## src/rtl/mio_arbiter.sv

```systemverilog
// mio_arbiter: two-master round-robin arbiter for the shared memory/IO bus.
// One transaction is in flight at a time. Every output is registered. A slave
// that never acknowledges is cut off after TIMEOUT busy cycles, and the owner
// then gets an error completion.
module mio_arbiter #(
    parameter int TIMEOUT = 16,
    parameter int CW      = 5
) (
    input  logic        clk,
    input  logic        reset,
    input  logic        m0_req,
    input  logic        m0_we,
    input  logic [31:0] m0_addr,
    input  logic [31:0] m0_wdata,
    output logic        m0_ready,
    input  logic        m1_req,
    input  logic        m1_we,
    input  logic [31:0] m1_addr,
    input  logic [31:0] m1_wdata,
    output logic        m1_ready,
    output logic [31:0] rdata,
    output logic        err,
    output logic        s_en,
    output logic        s_we,
    output logic [31:0] s_addr,
    output logic [31:0] s_wdata,
    input  logic [31:0] s_rdata,
    input  logic        s_ack,
    output logic [1:0]  grant,
    output logic [1:0]  state
);

    typedef enum logic [1:0] {
        IDLE = 2'd0,
        BUSY = 2'd1,
        DONE = 2'd2
    } state_t;

    // Value of the busy counter on the last busy cycle before the abort.
    localparam logic [CW-1:0] CNT_LAST = CW'(TIMEOUT - 1);

    state_t        state_q, state_d;
    logic [1:0]    grant_q, grant_d;
    logic          s_en_q, s_en_d;
    logic          s_we_q, s_we_d;
    logic [31:0]   s_addr_q, s_addr_d;
    logic [31:0]   s_wdata_q, s_wdata_d;
    logic [31:0]   rdata_q, rdata_d;
    logic          err_q, err_d;
    logic          m0_ready_q, m0_ready_d;
    logic          m1_ready_q, m1_ready_d;
    logic [CW-1:0] cnt_q, cnt_d;
    // 1 when master 1 owned the previous transaction, 0 when master 0 did.
    logic          last_m1_q, last_m1_d;

    logic          pick_m1;
    logic          owner_m1;

    // Round-robin pick. A lone requester always wins. On a tie, the master
    // that did not own the previous transaction wins.
    always_comb begin
        pick_m1 = 1'b0;
        if (m0_req && m1_req) begin
            pick_m1 = !last_m1_q;
        end else begin
            pick_m1 = m1_req;
        end
    end

    // The one-hot grant register records the current owner.
    assign owner_m1 = grant_q[1];

    // Next-state and output logic for the IDLE -> BUSY -> DONE handshake.
    always_comb begin
        state_d    = state_q;
        grant_d    = grant_q;
        s_en_d     = s_en_q;
        s_we_d     = s_we_q;
        s_addr_d   = s_addr_q;
        s_wdata_d  = s_wdata_q;
        rdata_d    = rdata_q;
        err_d      = 1'b0;
        m0_ready_d = 1'b0;
        m1_ready_d = 1'b0;
        cnt_d      = cnt_q;
        last_m1_d  = last_m1_q;

        case (state_q)
            IDLE: begin
                cnt_d = '0;
                if (m0_req || m1_req) begin
                    state_d = BUSY;
                    s_en_d  = 1'b1;
                    if (pick_m1) begin
                        grant_d   = 2'b10;
                        s_we_d    = m1_we;
                        s_addr_d  = m1_addr;
                        s_wdata_d = m1_wdata;
                    end else begin
                        grant_d   = 2'b01;
                        s_we_d    = m0_we;
                        s_addr_d  = m0_addr;
                        s_wdata_d = m0_wdata;
                    end
                end else begin
                    s_en_d = 1'b0;
                end
            end

            BUSY: begin
                cnt_d = cnt_q + CW'(1);
                if (s_ack) begin
                    state_d    = DONE;
                    rdata_d    = s_rdata;
                    err_d      = 1'b0;
                    s_en_d     = 1'b0;
                    s_we_d     = 1'b0;
                    m0_ready_d = !owner_m1;
                    m1_ready_d = owner_m1;
                    last_m1_d  = owner_m1;
                end else if (cnt_q == CNT_LAST) begin
                    state_d    = DONE;
                    rdata_d    = '0;
                    err_d      = 1'b1;
                    s_en_d     = 1'b0;
                    s_we_d     = 1'b0;
                    m0_ready_d = !owner_m1;
                    m1_ready_d = owner_m1;
                    last_m1_d  = owner_m1;
                end
            end

            DONE: begin
                state_d = IDLE;
                grant_d = 2'b00;
                cnt_d   = '0;
            end

            default: begin
                state_d = IDLE;
                grant_d = 2'b00;
                s_en_d  = 1'b0;
                s_we_d  = 1'b0;
                cnt_d   = '0;
            end
        endcase
    end

    // State and output registers. Reset is asynchronous, so a transaction in
    // flight is dropped at once and its owner gets no ready pulse.
    always_ff @(posedge clk or negedge reset) begin
        if (!reset) begin
            state_q    <= IDLE;
            grant_q    <= 2'b00;
            s_en_q     <= 1'b0;
            s_we_q     <= 1'b0;
            s_addr_q   <= '0;
            s_wdata_q  <= '0;
            rdata_q    <= '0;
            err_q      <= 1'b0;
            m0_ready_q <= 1'b0;
            m1_ready_q <= 1'b0;
            cnt_q      <= '0;
            last_m1_q  <= 1'b1;
        end else begin
            state_q    <= state_d;
            grant_q    <= grant_d;
            s_en_q     <= s_en_d;
            s_we_q     <= s_we_d;
            s_addr_q   <= s_addr_d;
            s_wdata_q  <= s_wdata_d;
            rdata_q    <= rdata_d;
            err_q      <= err_d;
            m0_ready_q <= m0_ready_d;
            m1_ready_q <= m1_ready_d;
            cnt_q      <= cnt_d;
            last_m1_q  <= last_m1_d;
        end
    end

    assign state    = state_q;
    assign grant    = grant_q;
    assign s_en     = s_en_q;
    assign s_we     = s_we_q;
    assign s_addr   = s_addr_q;
    assign s_wdata  = s_wdata_q;
    assign rdata    = rdata_q;
    assign err      = err_q;
    assign m0_ready = m0_ready_q;
    assign m1_ready = m1_ready_q;

endmodule

```

## config.mk

```make
export PLATFORM = sky130hd
export DESIGN_NAME = mio_arbiter
export DESIGN_NICKNAME = d
export VERILOG_FILES = /design/src/rtl/mio_arbiter.sv
export SDC_FILE = /design/constraint.sdc
export NUM_CORES = 1
export LEC_CHECK = 0
export CORE_ASPECT_RATIO = 0.75
export CORE_MARGIN = 8
export CORE_UTILIZATION = 38
export DETAILED_ROUTE_END_ITERATION = 8
export PLACE_DENSITY = 0.77
export SYNTH_ARGS = -nofsm -noshare
export SYNTH_HDL_FRONTEND = slang
export SYNTH_SLANG_ARGS = --single-unit
```

## constraint.sdc

```tcl
create_clock -name clk -period 1.8 [get_ports clk]
set_input_delay 0.36 -clock clk [delete_from_list [all_inputs] [get_ports clk]]
set_output_delay 0.36 -clock clk [all_outputs]
set_load 0.005 [all_outputs]
```

==> summary.txt <==
Place
  • Gpl congestion: around 0.83
  • Hpwl dp: 12600 µm
  • DP Cell Count: 771
  • Placed inst area: between 7000 and 8000 µm²
  • IO buf count: 271

Global route
  • Gr usage total: 20.2%
  • Global-route wire length before repair: 25600 µm
  • Vias in the first global route: around 4400
  • Aggregate global routing overflow: 0
  • Largest net degree at the start of global routing: 46
  • Initial antenna violation count: 0

Yosys
  • Mapped Cells: 353
  • #FFs+latches synth: between 100 and 150
  • Seq/Total Area, Yosys: between 50 and 60%
  • Mean area per synthesized cell: 13.2 µm²
  • Ys Warns: 0
  • Cell variety after synth: 28
  • Net count after synthesis: 522
  • Netlist Area Pre-Place: 4660 µm²

STA
  • Final min period: 1.73 ns
  • Period utilization: 96.1%
  • Clk_skew: just over 0.008 ns
  • Maximum operating frequency: 578 MHz
  • Min Hold Slack: 0.431 ns
  • RSZ-0062 raised after global routing: no
  • Final setup viols: 0
  • Worst-Margin Slew: 0.360 ns
  • Final TNS setup: 0 ns
  • Max-slew violations: 0
  • Final hold vios: 0
  • Slew headroom: 76.0%

Hold path
  • Hold Path Class: in2async

Detailed routing
  • Remaining antenna violation count: 0
  • Metal-1 WL: 6650 µm
  • Drt drc: 0
  • Avg Vias per Cell: 5.28
  • DRT iter0 DRCs: 231
  • Via Count: 4161
  • Avg WL per Cell: 20.9 µm
  • Top Layer Used: met4
  • Final wirelength: 16400 µm
  • Wire length on met3: 1160 µm
  • DR pass1 iterations: 4
  • DR WL met2: 8310 µm

Power and ir drop
  • Peak VDD IR: 0.671 mV
  • PwrDens: 1520 nW/µm²
  • Leak pwr: approximately 0.0035 µW

Cells and area
  • # diodes: 0
  • Non-filler instance count after layout: 788
  • Post-route cell area: 7880 µm²
  • Final core utilization: 64.9%
  • Share of cells above drive strength 1: 6.75%
  • Layout area overhead: 69.1%
  • Nets: 786

Die
  • Die Area: 16100 µm²
  • Row Count: 35
  • Chip height: 112 µm
  • Initial core utilization: 38.4%
  • Die Wd: 144 µm
  • IO Count: 272
  • CORE AREA: 12100 µm²

Critical path
  • Setup crit end kind: output pin
  • Required time worst endpoint: 1.44 ns
  • Worst EP arrival: about 1.4 ns
  • Cell family contributing the most delay on the critical path: buffers and inverters
  • CP Class: reg2out
  • CP max FO: 10
  • Crit-path cells: clkdlybuf4s50_1
  • CP startpoint kind: register
  • WP buf/inv: 1
  • Delay of the slowest critical-path stage: 0.56 ns
  • Slowest-stage cell, CP: clkdlybuf4s50_1

CTS
  • Setup Buffers After CTS: 0
  • Later-pin clock latency in the skew report: 0.34 ns
  • CTS Root Cell: clkbuf_16
  • Num CTS Buffers: 9
  • Clk sink count: 111
  • Worst-path clk slew: ~0.070 ns
  • Clock Path Buffers: 2
  • CTS tree: built
  • Htree depth: 3

Outcome
  • Status: completed

Flow run
  • Max-cap violation count: 0
cell usage after synthesis:
| master | n | area, µm² |
|---|---|---|
| clkbuf_1 | 9 | 33.8 |
| a22o_1 | 32 | 280 |
| and3_1 | 66 | 413 |
| dfrtp_1 | 110 | 2750 |
| nand2_1 | 3 | 11.3 |
| a221o_1 | 64 | 641 |
| xor2_1 | 1 | 8.76 |
| xnor2_1 | 1 | 8.76 |
| nand3b_1 | 1 | 7.51 |
| o21ai_2 | 2 | 17.5 |
| nor2b_1 | 1 | 6.26 |
| o31ai_1 | 1 | 7.51 |
| nor2_1 | 7 | 26.3 |
| inv_1 | 6 | 22.5 |
| buf_2 | 8 | 40.0 |
| nor2_2 | 1 | 6.26 |
| nor2b_2 | 1 | 8.76 |
| nand2b_1 | 3 | 18.8 |
| buf_6 | 18 | 203 |
| nand3_1 | 1 | 5.00 |
| mux2i_1 | 2 | 20.0 |
| o21ai_0 | 5 | 25.0 |
| a21oi_1 | 3 | 15.0 |
| dfstp_2 | 1 | 26.3 |
| nor3b_1 | 1 | 7.51 |
| a21boi_1 | 1 | 7.51 |
| and2_1 | 2 | 12.5 |
| ha_1 | 2 | 25.0 |
report_power, final:
| part | switching, µW | internal [µW] | total [µW] | leakage, µW |
|---|---|---|---|---|
| clock network | 915 | 1080 | 2000 | 0.000146 |
| registers | 704 | 3650 | 4360 | 0.00138 |
| logic | 2070 | 3570 | 5650 | 0.00200 |
| total | 3690 | 8310 | 12000 | 0.00353 |
through the flow:
step                setup WS [ns]  total power (µW)
finish                     0.0707             12000
global route               0.0119             12700
CTS                        0.0491             12100
detailed placement        -0.0894             10100
global placement          -0.0349              9920
floorplan                   0.148              6710
layer usage:
metal  vias to the layer above  GRT usage, %
li1                       1901             -
met1                      2076          24.7
met2                       161          34.3
met3                        23          5.30
met4                         0          5.94
met5                         -             0
layout by cell type, fill, tap and decap left out, types with 2 or more instances in the layout:
| cell | n |
|---|---|
| clkdlybuf4s50_1 | 270 |
| dfrtp_1 | 108 |
| and3_1 | 65 |
| a221o_1 | 64 |
| a22o_1 | 32 |
| buf_12 | 10 |
| clkbuf_16 | 9 |
| nor2_1 | 7 |
| buf_4 | 7 |
| inv_1 | 6 |
| o21ai_0 | 5 |
| nand2b_1 | 3 |
| nand2_1 | 3 |
| a21oi_1 | 3 |
| clkinv_2 | 3 |
| and2_1 | 2 |
| mux2i_1 | 2 |
| ha_1 | 2 |
| inv_6 | 2 |
| dfrtp_2 | 2 |
layout make-up:
| cell class | count | area [µm²] |
|---|---|---|
| Clock inverter | 7 | 70.1 |
| Clock buffer | 9 | 225 |
| Multi-Input combinational cell | 201 | 1600 |
| Tap cell | 166 | 208 |
| Fill cell | 942 | 4250 |
| Timing Repair Buffer | 288 | 2970 |
| Sequential cell | 111 | 2780 |
| Inverter | 6 | 22.5 |
registers in the layout (all words and copies together) (netlist names):
name	flops
cnt_q	5
err	1
grant	2
last_m1_q	1
m0_ready	1
m1_ready	1
rdata	32
s_addr	32
s_en	1
s_wdata	32
s_we	1
state	2
cells by family (layout without fill, tap and decap cells):
family                     Yosys count  in the layout  synth area share [%]
DFF                                111            111                  59.7
AOI/OAI and AO/OA                  108            108                  21.3
and+or+nand+nor                     87             87                  11.2
buffers and inverters               41            310                  6.42
adders and majority gates            2              2                 0.537
xor gates and xnor gates             2              2                 0.376
muxes                                2              2                 0.430
what timing repair did:
action                                 4_1_cts  5_1_grt
gates resized for setup                      2        0
endpoints found under the hold margin       10        0
setup endpoints to repair                    2        0
hold buffers                                 1        0
worst paths after layout:
check,startpoint,endpoint,slack (ns),cells after the start
worst max-delay path,state[0]$_DFFE_PN0P_,state[0],0.07,1
worst min-delay path,reset,rdata[22]$_DFFE_PN0P_,0.43,2
min in group clk,cnt_q[0]$_DFF_PN0_,cnt_q[0]$_DFF_PN0_,0.46,1
max in group asynchronous,reset,s_addr[19]$_DFFE_PN0P_,0.78,3
worst max register to register,cnt_q[0]$_DFF_PN0_,rdata[4]$_DFFE_PN0P_,0.11,6
worst min register to register,cnt_q[0]$_DFF_PN0_,cnt_q[0]$_DFF_PN0_,0.46,1
(Power assumes the default switching activity.)
